[src/rtl/sdram_arbiter_if.sv]
// sdram_arbiter_if: one request/ack bus (client side or SDRAM port1 side).
// The master drives the command fields and req; the slave returns q and ack.
interface sdram_arbiter_if #(
   parameter int AW = 24
) ();
   logic          req;
   logic          we;
   logic [AW:1]   a;
   logic [1:0]    ds;
   logic [15:0]   d;
   logic [15:0]   q;
   logic          ack;

   modport master (output req, we, a, ds, d, input q, ack);
   modport slave  (input req, we, a, ds, d, output q, ack);
endinterface

[src/rtl/sdram_arbiter.sv]
// sdram_arbiter: round-robin arbiter of two level-request clients onto the toggle-handshake port1.
// Define SDRAM_ARB_RDCACHE_EN to add a one-entry read cache in front of client 1.
module sdram_arbiter #(
   parameter int AW = 24
) (
   input  logic            clk,
   input  logic            reset,
   sdram_arbiter_if.slave  c0,
   sdram_arbiter_if.slave  c1,
   sdram_arbiter_if.master port1
);

   typedef enum logic [1:0] {IDLE, WAIT, RECOVER} state_t;

   state_t        state, state_next;
   logic          last;
   logic          gnt;
   logic          g_sel;
   logic          grant;
   logic          issue;
   logic          complete;
   logic          lookup_hit;
   logic          txn_rd;
   logic          sel_we;
   logic [AW:1]   sel_a;
   logic [1:0]    sel_ds;
   logic [15:0]   sel_d;
   logic [15:0]   rd_data;

   // A lone requester wins; on a tie the client not served last wins.
   assign g_sel  = (c0.req && c1.req) ? ~last : c1.req;
   assign sel_we = g_sel ? c1.we : c0.we;
   assign sel_a  = g_sel ? c1.a  : c0.a;
   assign sel_ds = g_sel ? c1.ds : c0.ds;
   assign sel_d  = g_sel ? c1.d  : c0.d;

`ifdef SDRAM_ARB_RDCACHE_EN
   logic          cache_valid;
   logic          hit_pend;
   logic          fill;
   logic [AW:1]   cache_addr;
   logic [15:0]   cache_data;

   assign lookup_hit = g_sel && !c1.we && (c1.ds == 2'b11) && cache_valid && (cache_addr == c1.a);
   assign fill       = complete && !hit_pend && gnt && !port1.we && (port1.ds == 2'b11);
   assign rd_data    = hit_pend ? cache_data : port1.q;
   assign txn_rd     = hit_pend || !port1.we;

   // A hit parks in WAIT without toggling port1_req, so req==ack already holds and it completes next edge.
   always_ff @(posedge clk) begin
      if (reset) begin
         cache_valid <= 1'b0;
         hit_pend    <= 1'b0;
      end else begin
         if (grant)
            hit_pend <= lookup_hit;
         if (grant && sel_we && (sel_a == cache_addr))
            cache_valid <= 1'b0;
         else if (fill)
            cache_valid <= 1'b1;
      end
   end

   // NOTE: the cached address/data need no reset; cache_valid alone qualifies them.
   always_ff @(posedge clk) begin
      if (fill) begin
         cache_addr <= port1.a;
         cache_data <= port1.q;
      end
   end
`else
   assign lookup_hit = 1'b0;
   assign rd_data    = port1.q;
   assign txn_rd     = !port1.we;
`endif

   // NOTE: every signal is given a default first so no path leaves it unassigned (no latches).
   always_comb begin
      state_next = state;
      grant      = 1'b0;
      issue      = 1'b0;
      complete   = 1'b0;
      case (state)
         IDLE: begin
            if (c0.req || c1.req) begin
               grant      = 1'b1;
               issue      = !lookup_hit;
               state_next = WAIT;
            end
         end
         WAIT: begin
            if (port1.ack == port1.req) begin
               complete   = 1'b1;
               state_next = RECOVER;
            end
         end
         RECOVER: state_next = IDLE;
         default: state_next = IDLE;
      endcase
   end

   // NOTE: registers use non-blocking assignments so every flop samples pre-edge values.
   always_ff @(posedge clk) begin
      if (reset) begin
         state     <= IDLE;
         last      <= 1'b1;
         gnt       <= 1'b0;
         port1.req <= port1.ack;
         port1.we  <= 1'b0;
         port1.a   <= '0;
         port1.ds  <= '0;
         port1.d   <= '0;
         c0.q      <= '0;
         c1.q      <= '0;
         c0.ack    <= 1'b0;
         c1.ack    <= 1'b0;
      end else begin
         state  <= state_next;
         c0.ack <= complete && !gnt;
         c1.ack <= complete && gnt;
         if (grant) begin
            last <= g_sel;
            gnt  <= g_sel;
         end
         if (issue) begin
            port1.req <= ~port1.req;
            port1.we  <= sel_we;
            port1.a   <= sel_a;
            port1.ds  <= sel_ds;
            port1.d   <= sel_d;
         end
         if (complete && txn_rd) begin
            if (gnt)
               c1.q <= rd_data;
            else
               c0.q <= rd_data;
         end
      end
   end

endmodule

[src/flat_wrapper.sv]
// flat-port wrapper written by rule: the top's interface ports become plain ports
module sdram_arbiter_flat 
#(
   parameter int AW = 24
)
  (clk, reset, c0_req, c0_we, c0_a, c0_ds, c0_d, c0_q, c0_ack, c1_req, c1_we, c1_a, c1_ds, c1_d, c1_q, c1_ack, port1_req, port1_we, port1_a, port1_ds, port1_d, port1_q, port1_ack);
  sdram_arbiter_if #(.AW(AW)) c0_i ();
  sdram_arbiter_if #(.AW(AW)) c1_i ();
  sdram_arbiter_if #(.AW(AW)) port1_i ();
  input  logic clk;
  input  logic reset;
  input wire logic [$bits(c0_i.req)-1:0] c0_req;
  input wire logic [$bits(c0_i.we)-1:0] c0_we;
  input wire logic [$bits(c0_i.a)-1:0] c0_a;
  input wire logic [$bits(c0_i.ds)-1:0] c0_ds;
  input wire logic [$bits(c0_i.d)-1:0] c0_d;
  output wire logic [$bits(c0_i.q)-1:0] c0_q;
  output wire logic [$bits(c0_i.ack)-1:0] c0_ack;
  input wire logic [$bits(c1_i.req)-1:0] c1_req;
  input wire logic [$bits(c1_i.we)-1:0] c1_we;
  input wire logic [$bits(c1_i.a)-1:0] c1_a;
  input wire logic [$bits(c1_i.ds)-1:0] c1_ds;
  input wire logic [$bits(c1_i.d)-1:0] c1_d;
  output wire logic [$bits(c1_i.q)-1:0] c1_q;
  output wire logic [$bits(c1_i.ack)-1:0] c1_ack;
  output wire logic [$bits(port1_i.req)-1:0] port1_req;
  output wire logic [$bits(port1_i.we)-1:0] port1_we;
  output wire logic [$bits(port1_i.a)-1:0] port1_a;
  output wire logic [$bits(port1_i.ds)-1:0] port1_ds;
  output wire logic [$bits(port1_i.d)-1:0] port1_d;
  input wire logic [$bits(port1_i.q)-1:0] port1_q;
  input wire logic [$bits(port1_i.ack)-1:0] port1_ack;
  assign c0_i.req = c0_req;
  assign c0_i.we = c0_we;
  assign c0_i.a = c0_a;
  assign c0_i.ds = c0_ds;
  assign c0_i.d = c0_d;
  assign c0_q = c0_i.q;
  assign c0_ack = c0_i.ack;
  assign c1_i.req = c1_req;
  assign c1_i.we = c1_we;
  assign c1_i.a = c1_a;
  assign c1_i.ds = c1_ds;
  assign c1_i.d = c1_d;
  assign c1_q = c1_i.q;
  assign c1_ack = c1_i.ack;
  assign port1_req = port1_i.req;
  assign port1_we = port1_i.we;
  assign port1_a = port1_i.a;
  assign port1_ds = port1_i.ds;
  assign port1_d = port1_i.d;
  assign port1_i.q = port1_q;
  assign port1_i.ack = port1_ack;
  sdram_arbiter #(.AW(AW)) u_core (.clk(clk), .reset(reset), .c0(c0_i), .c1(c1_i), .port1(port1_i));
endmodule
[config.mk]
export PLATFORM = sky130hd
export DESIGN_NAME = sdram_arbiter_flat
export DESIGN_NICKNAME = d
export VERILOG_FILES = /design/src/rtl/sdram_arbiter_if.sv /design/src/rtl/sdram_arbiter.sv /design/src/flat_wrapper.sv
export SDC_FILE = /design/constraint.sdc
export NUM_CORES = 1
export LEC_CHECK = 0
export ABC_AREA = 0
export CORE_ASPECT_RATIO = 0.5
export CORE_MARGIN = 2
export CORE_UTILIZATION = 28
export DETAILED_ROUTE_END_ITERATION = 6
export HOLD_SLACK_MARGIN = 0.03
export PLACE_DENSITY = 0.59
export SLEW_MARGIN = 20
export SYNTH_ARGS = -nofsm -noshare
export SYNTH_HDL_FRONTEND = slang
export SYNTH_SLANG_ARGS = --single-unit
export TNS_END_PERCENT = 10
[constraint.sdc]
create_clock -name clk -period 1.91 [get_ports clk]
set_input_delay 0.4775 -clock clk [delete_from_list [all_inputs] [get_ports clk]]
set_output_delay 0.4775 -clock clk [all_outputs]
set_load 0.005 [all_outputs]
==> results of run 1 <==
-- synth_stat cells, types with 2 or more instances --
cell type	count
mux2i_1	32
nand2_1	89
buf_6	7
nand2b_1	50
a311oi_1	3
buf_2	4
buf_1	5
a311oi_2	40
nor2b_1	2
clkbuf_1	20
dfxtp_1	81
buf_4	2
nor2_1	4
a21oi_1	44
-- per-layer routing --
metal,track usage,wire length (um),up-vias
met2,0.289,5730,66
li1,-,-,1761
met1,0.204,5440,1675
met5,0,0,-
met4,0.0353,97,0
met3,0.0361,358,8
-- kinds of logic after synthesis --
group | Yosys count | synth area share
simple gates | 152 | 0.192
compound gates | 92 | 0.234
flops | 82 | 0.433
buf+inv | 38 | 0.0545
mux | 32 | 0.0841
xor+xnor | 1 | 0.00230
-- layout by cell type (no fill, tap or decap), types with 2 or more instances in the layout --
cell and count:
a21oi_1 44, a311oi_1 3, a311oi_2 40, buf_12 10, buf_4 15, bufinv_16 2, clkbuf_16 9, clkdlybuf4s50_1 183
clkinv_4 2, dfxtp_1 81, mux2i_1 32, nand2_1 89, nand2b_1 50, nor2_1 3, nor2b_1 2
-- state kept, by name, summed over array words and instances (netlist names) --
signal / flops
u_core.port1.a: 24
u_core.c0.q: 16
u_core.c1.q: 16
u_core.port1.d: 16
u_core.port1.ds: 2
u_core.state: 2
u_core.c0.ack: 1
u_core.c1.ack: 1
u_core.gnt: 1
u_core.last: 1
u_core.port1.req: 1
u_core.port1.we: 1
-- where the power goes --
part | leakage (nW) | internal [mW] | switching [mW]
clock network | 0.159 | 1.18 | 0.712
registers | 0.676 | 1.88 | 0.0954
logic | 1.52 | 0.801 | 0.571
total | 2.35 | 3.87 | 1.38
-- final timing paths --
path	start	slack, ns	to	cells after the start
worst max register to register	u_core.state[1]	0.45	u_core.port1.a[2]	4
worst min register to register	u_core.c0.q[7]	0.47	u_core.c0.q[7]	2
worst min-delay path	u_core.c0.q[7]	0.47	u_core.c0.q[7]	2
worst max-delay path	u_core.port1.req	0.16	port1_req	1
-- through the flow --
step | setup TNS, ns | area, um2
final | 0 | 6310
after global routing | 0 | 6310
after floorplan | 0 | 3810
after CTS | 0 | 6310
after global placement | -0.0331 | 5980
after detailed placement | -1.96 | 5980
-- final cells by class --
class                   count  area share
repair buffers            208       0.340
multi-input cells         277       0.311
flip-flops and latches     82       0.262
clock buffers              10      0.0379
well taps                 176      0.0349
clock inverters             6      0.0143
==> run_results.csv, run 1 <==
group,metric,value,unit
timing,setup_slack,0.160,ns
setup_path,start_kind,"register",
clock_network,root_buffer,"clkbuf_16",
synthesis,yosys_warnings,0,
synthesis,ys.flop_type,"dfxtp_1",
setup_path,crit_fanout,3,
finish,drive_above_1_share,0.151,
clock_network,cts_tree,"built",
detailed_routing,wl_per_cell,15.3,um
timing,final.setup_skew,0.00738,ns
clock_network,cts_setup_buffers,0,
timing,final-setup-viol-count,0,
setup_path,crit_family,"buffers and inverters",
clock_network,clk_transition_reported_paths,0.06,ns
finish,multiInputGateArea,0.00197,mm2
placement,dp_hpwl,8.34,mm
clock_network,worstSkewPairLatency,0.33,ns
timing,rsz0062_at_grt,"no",
die,die_area,0.0146,mm2
finish,num_antenna_cells,0,
global_route,grt_pass1_wl,18.8,mm
synthesis,postSynthAreaPerCell,9.60,um2
setup_path,arrival,1.27,ns
global_route,globalRouteTotalUtil,0.162,
timing,maxSlewViolCount,0,
detailed_routing,first_pass_iters,4,
outcome,status,"finished, final reports clean",
detailed_routing,first_iter_violations,145,
timing,max_freq,571,MHz
synthesis,syn_area,0.00381,mm2
die,die_w,169,um
clock_network,cts_hold_buf,0,
die,pin_count,185,
finish,final_nets,685,
setup_path,worstSetupPathType,"register to output pin",
setup_path,crit_slowest_cell,"clkdlybuf4s50_1",
setup_path,cp_cell_sequence,"clkdlybuf4s50_1",
setup_path,critPathMaxStageDelay,0.55,ns
finish,register_area,0.00165,mm2
synthesis,yosys.area.top_type,"dfxtp_1",
placement,dp_worst_setup_slack,-0.0890,ns
synthesis,synth_top_area_frac,0.426,
placement,port_buffers,184,
power,power_leakage,2.35,nW
timing,period_needed,1.75,ns
synthesis,synth-edff-count,1,
global_route,grt_antenna_before_repair,0,
finish,instances_no_fill,759,
placement,place_inst,743,
placement,gp_congestion,0.750,
synthesis,synth_seq_area_share,0.433,
power,p_total,5.24,mW
die,die_y,86.5,um
timing,finalHoldViolCount,0,
global_route,grt-ovfl-total,0,
global_route,grt_max_degree,42,
detailed_routing,viasPerCell,4.62,
detailed_routing,postRouteAntennaNets,0,
setup_path,cp_num_buf_inv,1,
timing,hold_ws,0.474,ns
detailed_routing,vias,3510,
finish,fin_util,0.471,
detailed_routing,wirelength,11.6,mm
finish,syn_to_final_growth,65.6,%
timing,period_share,0.916,
die,core-area,0.0134,mm2
clock_network,cts_buffers,9,
detailed_routing,drcViolationCount,0,
synthesis,synth_seq_cells,82,
run,maxCapViolCount,0,
power,peakVddDrop,0.501,mV
synthesis,yosys-top-cells-area,"dfxtp_1 (43%), a311oi_2 (16%), nand2_1 (8.8%)",
min_path,min_path_type,"register to register",
synthesis,synth_cell_types,28,
die,initial_utilization,0.284,
timing,worst_pin_slew,0.405,ns
clock_network,cts_sinks,82,
synthesis,netlist_instances,397,
synthesis,synthArstFlopShare,0,
setup_path,required,1.43,ns
finish,fillCellCount,1275,
synthesis,synth_nets,504,
die,row_count,30,
clock_network,htree_levels,3,
power,power.density,831,mW/mm2
clock_network,cts_resized,0,
timing,slew_headroom,0.729,
clock_network,clockBufferDepth,2,
setup_path,endpoint_kind,"output pin",
global_route,grt_pass1_vias,3564,
Note: power is estimated with default switching activity, not from simulation.
==> run 2, diff against run 1 <==
CORE_UTILIZATION = 42   (was 28)
CTS_BUF_LIST = sky130_fd_sc_hd__clkbuf_4 sky130_fd_sc_hd__clkbuf_8   (was not set)
PLACE_DENSITY = 0.83   (was 0.59)
==> run 2 against run 1 <==
Against the previous run: clock power is 18% lower; sequential cell count stayed put; cell area is 3.0% lower; cell count is 8.3% lower; non-clock buffer count is 4 lower; wire length is 6.5% lower; hold slack better by 0.0078 ns; combinational power hardly changed; setup slack worse by 0.050 ns; first-iteration DRC count is 8.3% higher; largest cell class unchanged.
==> run_results.csv, run 2 (synthesis gave the netlist of run 1 again) <==
group,metric,value,unit
min_path,min_path_type,"register to register",
clock_network,root_buffer,"clkbuf_8",
clock_network,cts_hold_buf,0,
setup_path,start_kind,"register",
clock_network,cts_buffers,9,
placement,dp_hpwl,7.85,mm
timing,tns,0,ns
clock_network,cts_tree,"built",
clock_network,cts_sinks,82,
finish,final_nets,681,
placement,dp_worst_setup_slack,-0.0800,ns
detailed_routing,drcViolationCount,0,
min_path,hold_depth,2,
min_path,min_to,"u_core.c0.q[4]",
setup_path,crit_fanout,3,
power,power_leakage,2.30,nW
min_path,hold_start,"u_core.c0.q[4]",
detailed_routing,wirelength,10.9,mm
detailed_routing,first_iter_violations,157,
setup_path,r2r_start,"u_core.state[0]",
timing,final.setup_skew,0.0113,ns
timing,period_needed,1.80,ns
setup_path,required,1.43,ns
detailed_routing,wl_per_cell,15.6,um
timing,slew_headroom,0.683,
setup_path,path_depth,1,
global_route,grt-ovfl-total,0,
die,pin_count,185,
finish,final_cell_mix,"clkdlybuf4s50_1 (183), nand2_1 (89), dfxtp_1 (81)",
setup_path,cp_cell_sequence,"clkdlybuf4s50_1",
finish,drive_above_1_share,0.143,
setup_path,critPathMaxStageDelay,0.55,ns
finish,largest_reg_flops,24,
clock_network,worstSkewPairLatency,0.37,ns
finish,final_common_cell,"clkdlybuf4s50_1",
finish,fin_util,0.698,
global_route,grt_pass1_wl,17.7,mm
die,die_w,139,um
setup_path,worstSetupPathType,"register to output pin",
setup_path,cp_num_buf_inv,1,
run,maxCapViolCount,0,
clock_network,cts_setup_buffers,0,
timing,final-setup-viol-count,0,
die,core-area,0.00877,mm2
outcome,status,"finished, final reports clean",
setup_path,crit_slowest_cell,"clkdlybuf4s50_1",
finish,regMostFlops,"u_core.port1.a",
detailed_routing,postRouteAntennaNets,0,
power,peakVddDrop,0.408,mV
finish,syn_to_final_growth,60.7,%
timing,period_share,0.942,
finish,num_antenna_cells,0,
die,die_y,71.3,um
placement,port_buffers,184,
setup_path,arrival,1.32,ns
timing,worst_pin_slew,0.475,ns
global_route,grt_pass1_vias,3633,
timing,rsz0062_at_grt,"no",
detailed_routing,viasPerCell,5.06,
global_route,grt_max_degree,62,
clock_network,clockBufferDepth,2,
global_route,globalRouteTotalUtil,0.222,
detailed_routing,vias,3525,
timing,finalHoldViolCount,0,
setup_path,crit_family,"buffers and inverters",
power,power.density,799,mW/mm2
timing,max_freq,556,MHz
detailed_routing,first_pass_iters,4,
clock_network,cts_resized,0,
global_route,grt_antenna_before_repair,0,
setup_path,r2r_end,"u_core.c1.q[15]",
placement,gp_congestion,0.807,
timing,setup_slack,0.110,ns
timing,maxSlewViolCount,0,
die,row_count,24,
clock_network,htree_levels,3,
die,die_area,0.00990,mm2
setup_path,reg2reg_depth,4,
die,initial_utilization,0.435,
setup_path,endpoint_kind,"output pin",
setup_path,reg2reg_slack,0.43,ns
clock_network,clk_transition_reported_paths,0.09,ns
power,p_total,4.89,mW
[run 2: cell types whose count changed in the layout (fill, tap and decap cells not counted), moves of 2 or more]
cell,change
buf_4,-4
inv_6,+2
clkinv_4,-2
clkbuf_16,-9
clkbuf_8,+8
[run 2: per-layer routing]
layer  global-route usage  share of wire  up-vias
li1                     -              -     1745
met1                0.252           0.41     1663
met2                0.402           0.52       97
met3               0.0689          0.051       20
met4               0.0797          0.019        0
met5                    0              0        -
[run 2: how the worst max path moves through the flow]
stage | start | end | slack [ns]
finish | u_core.port1.req | port1_req | 0.11
CTS | u_core.port1.we | port1_we | 0.09
global route | u_core.port1.we | port1_we | 0.07
global placement | c0_req | u_core.last | -0.007
detailed placement | c0_req | u_core.port1.a[16] | -0.08
floorplan | c1_req | u_core.port1.a[1] | 0.41
[run 2: layout make-up]
cell class              instances  area [um2]
well taps                     117         146
clock buffers                  10         131
flip-flops and latches         82        1650
clock inverters                 6         113
multi-input cells             277        1970
repair buffers                204        2110
fillers                       699        2650
[run 2: power by group]
group          internal (mW)  switching (mW)
clock                  0.890           0.657
sequential              1.88          0.0941
combinational          0.802           0.568
total                   3.57            1.32
[run 2: worst min-delay path: stages (launching register included)]
cell      delay [ns]
dfxtp_1         0.32
nand2b_1        0.06
mux2i_1         0.06
[run 2: through the flow]
| step | hold slack [ns] | instance area (um2) | instances |
|---|---|---|---|
| 2_1_floorplan | 0.453 | 3810 | 397 |
| 3_3_place_gp | 0.459 | 5880 | 680 |
| 3_5_place_dp | 0.463 | 5880 | 680 |
| 4_1_cts | 0.485 | 6120 | 696 |
| 5_1_grt | 0.504 | 6120 | 696 |
| 6_report | 0.481 | 6120 | 696 |
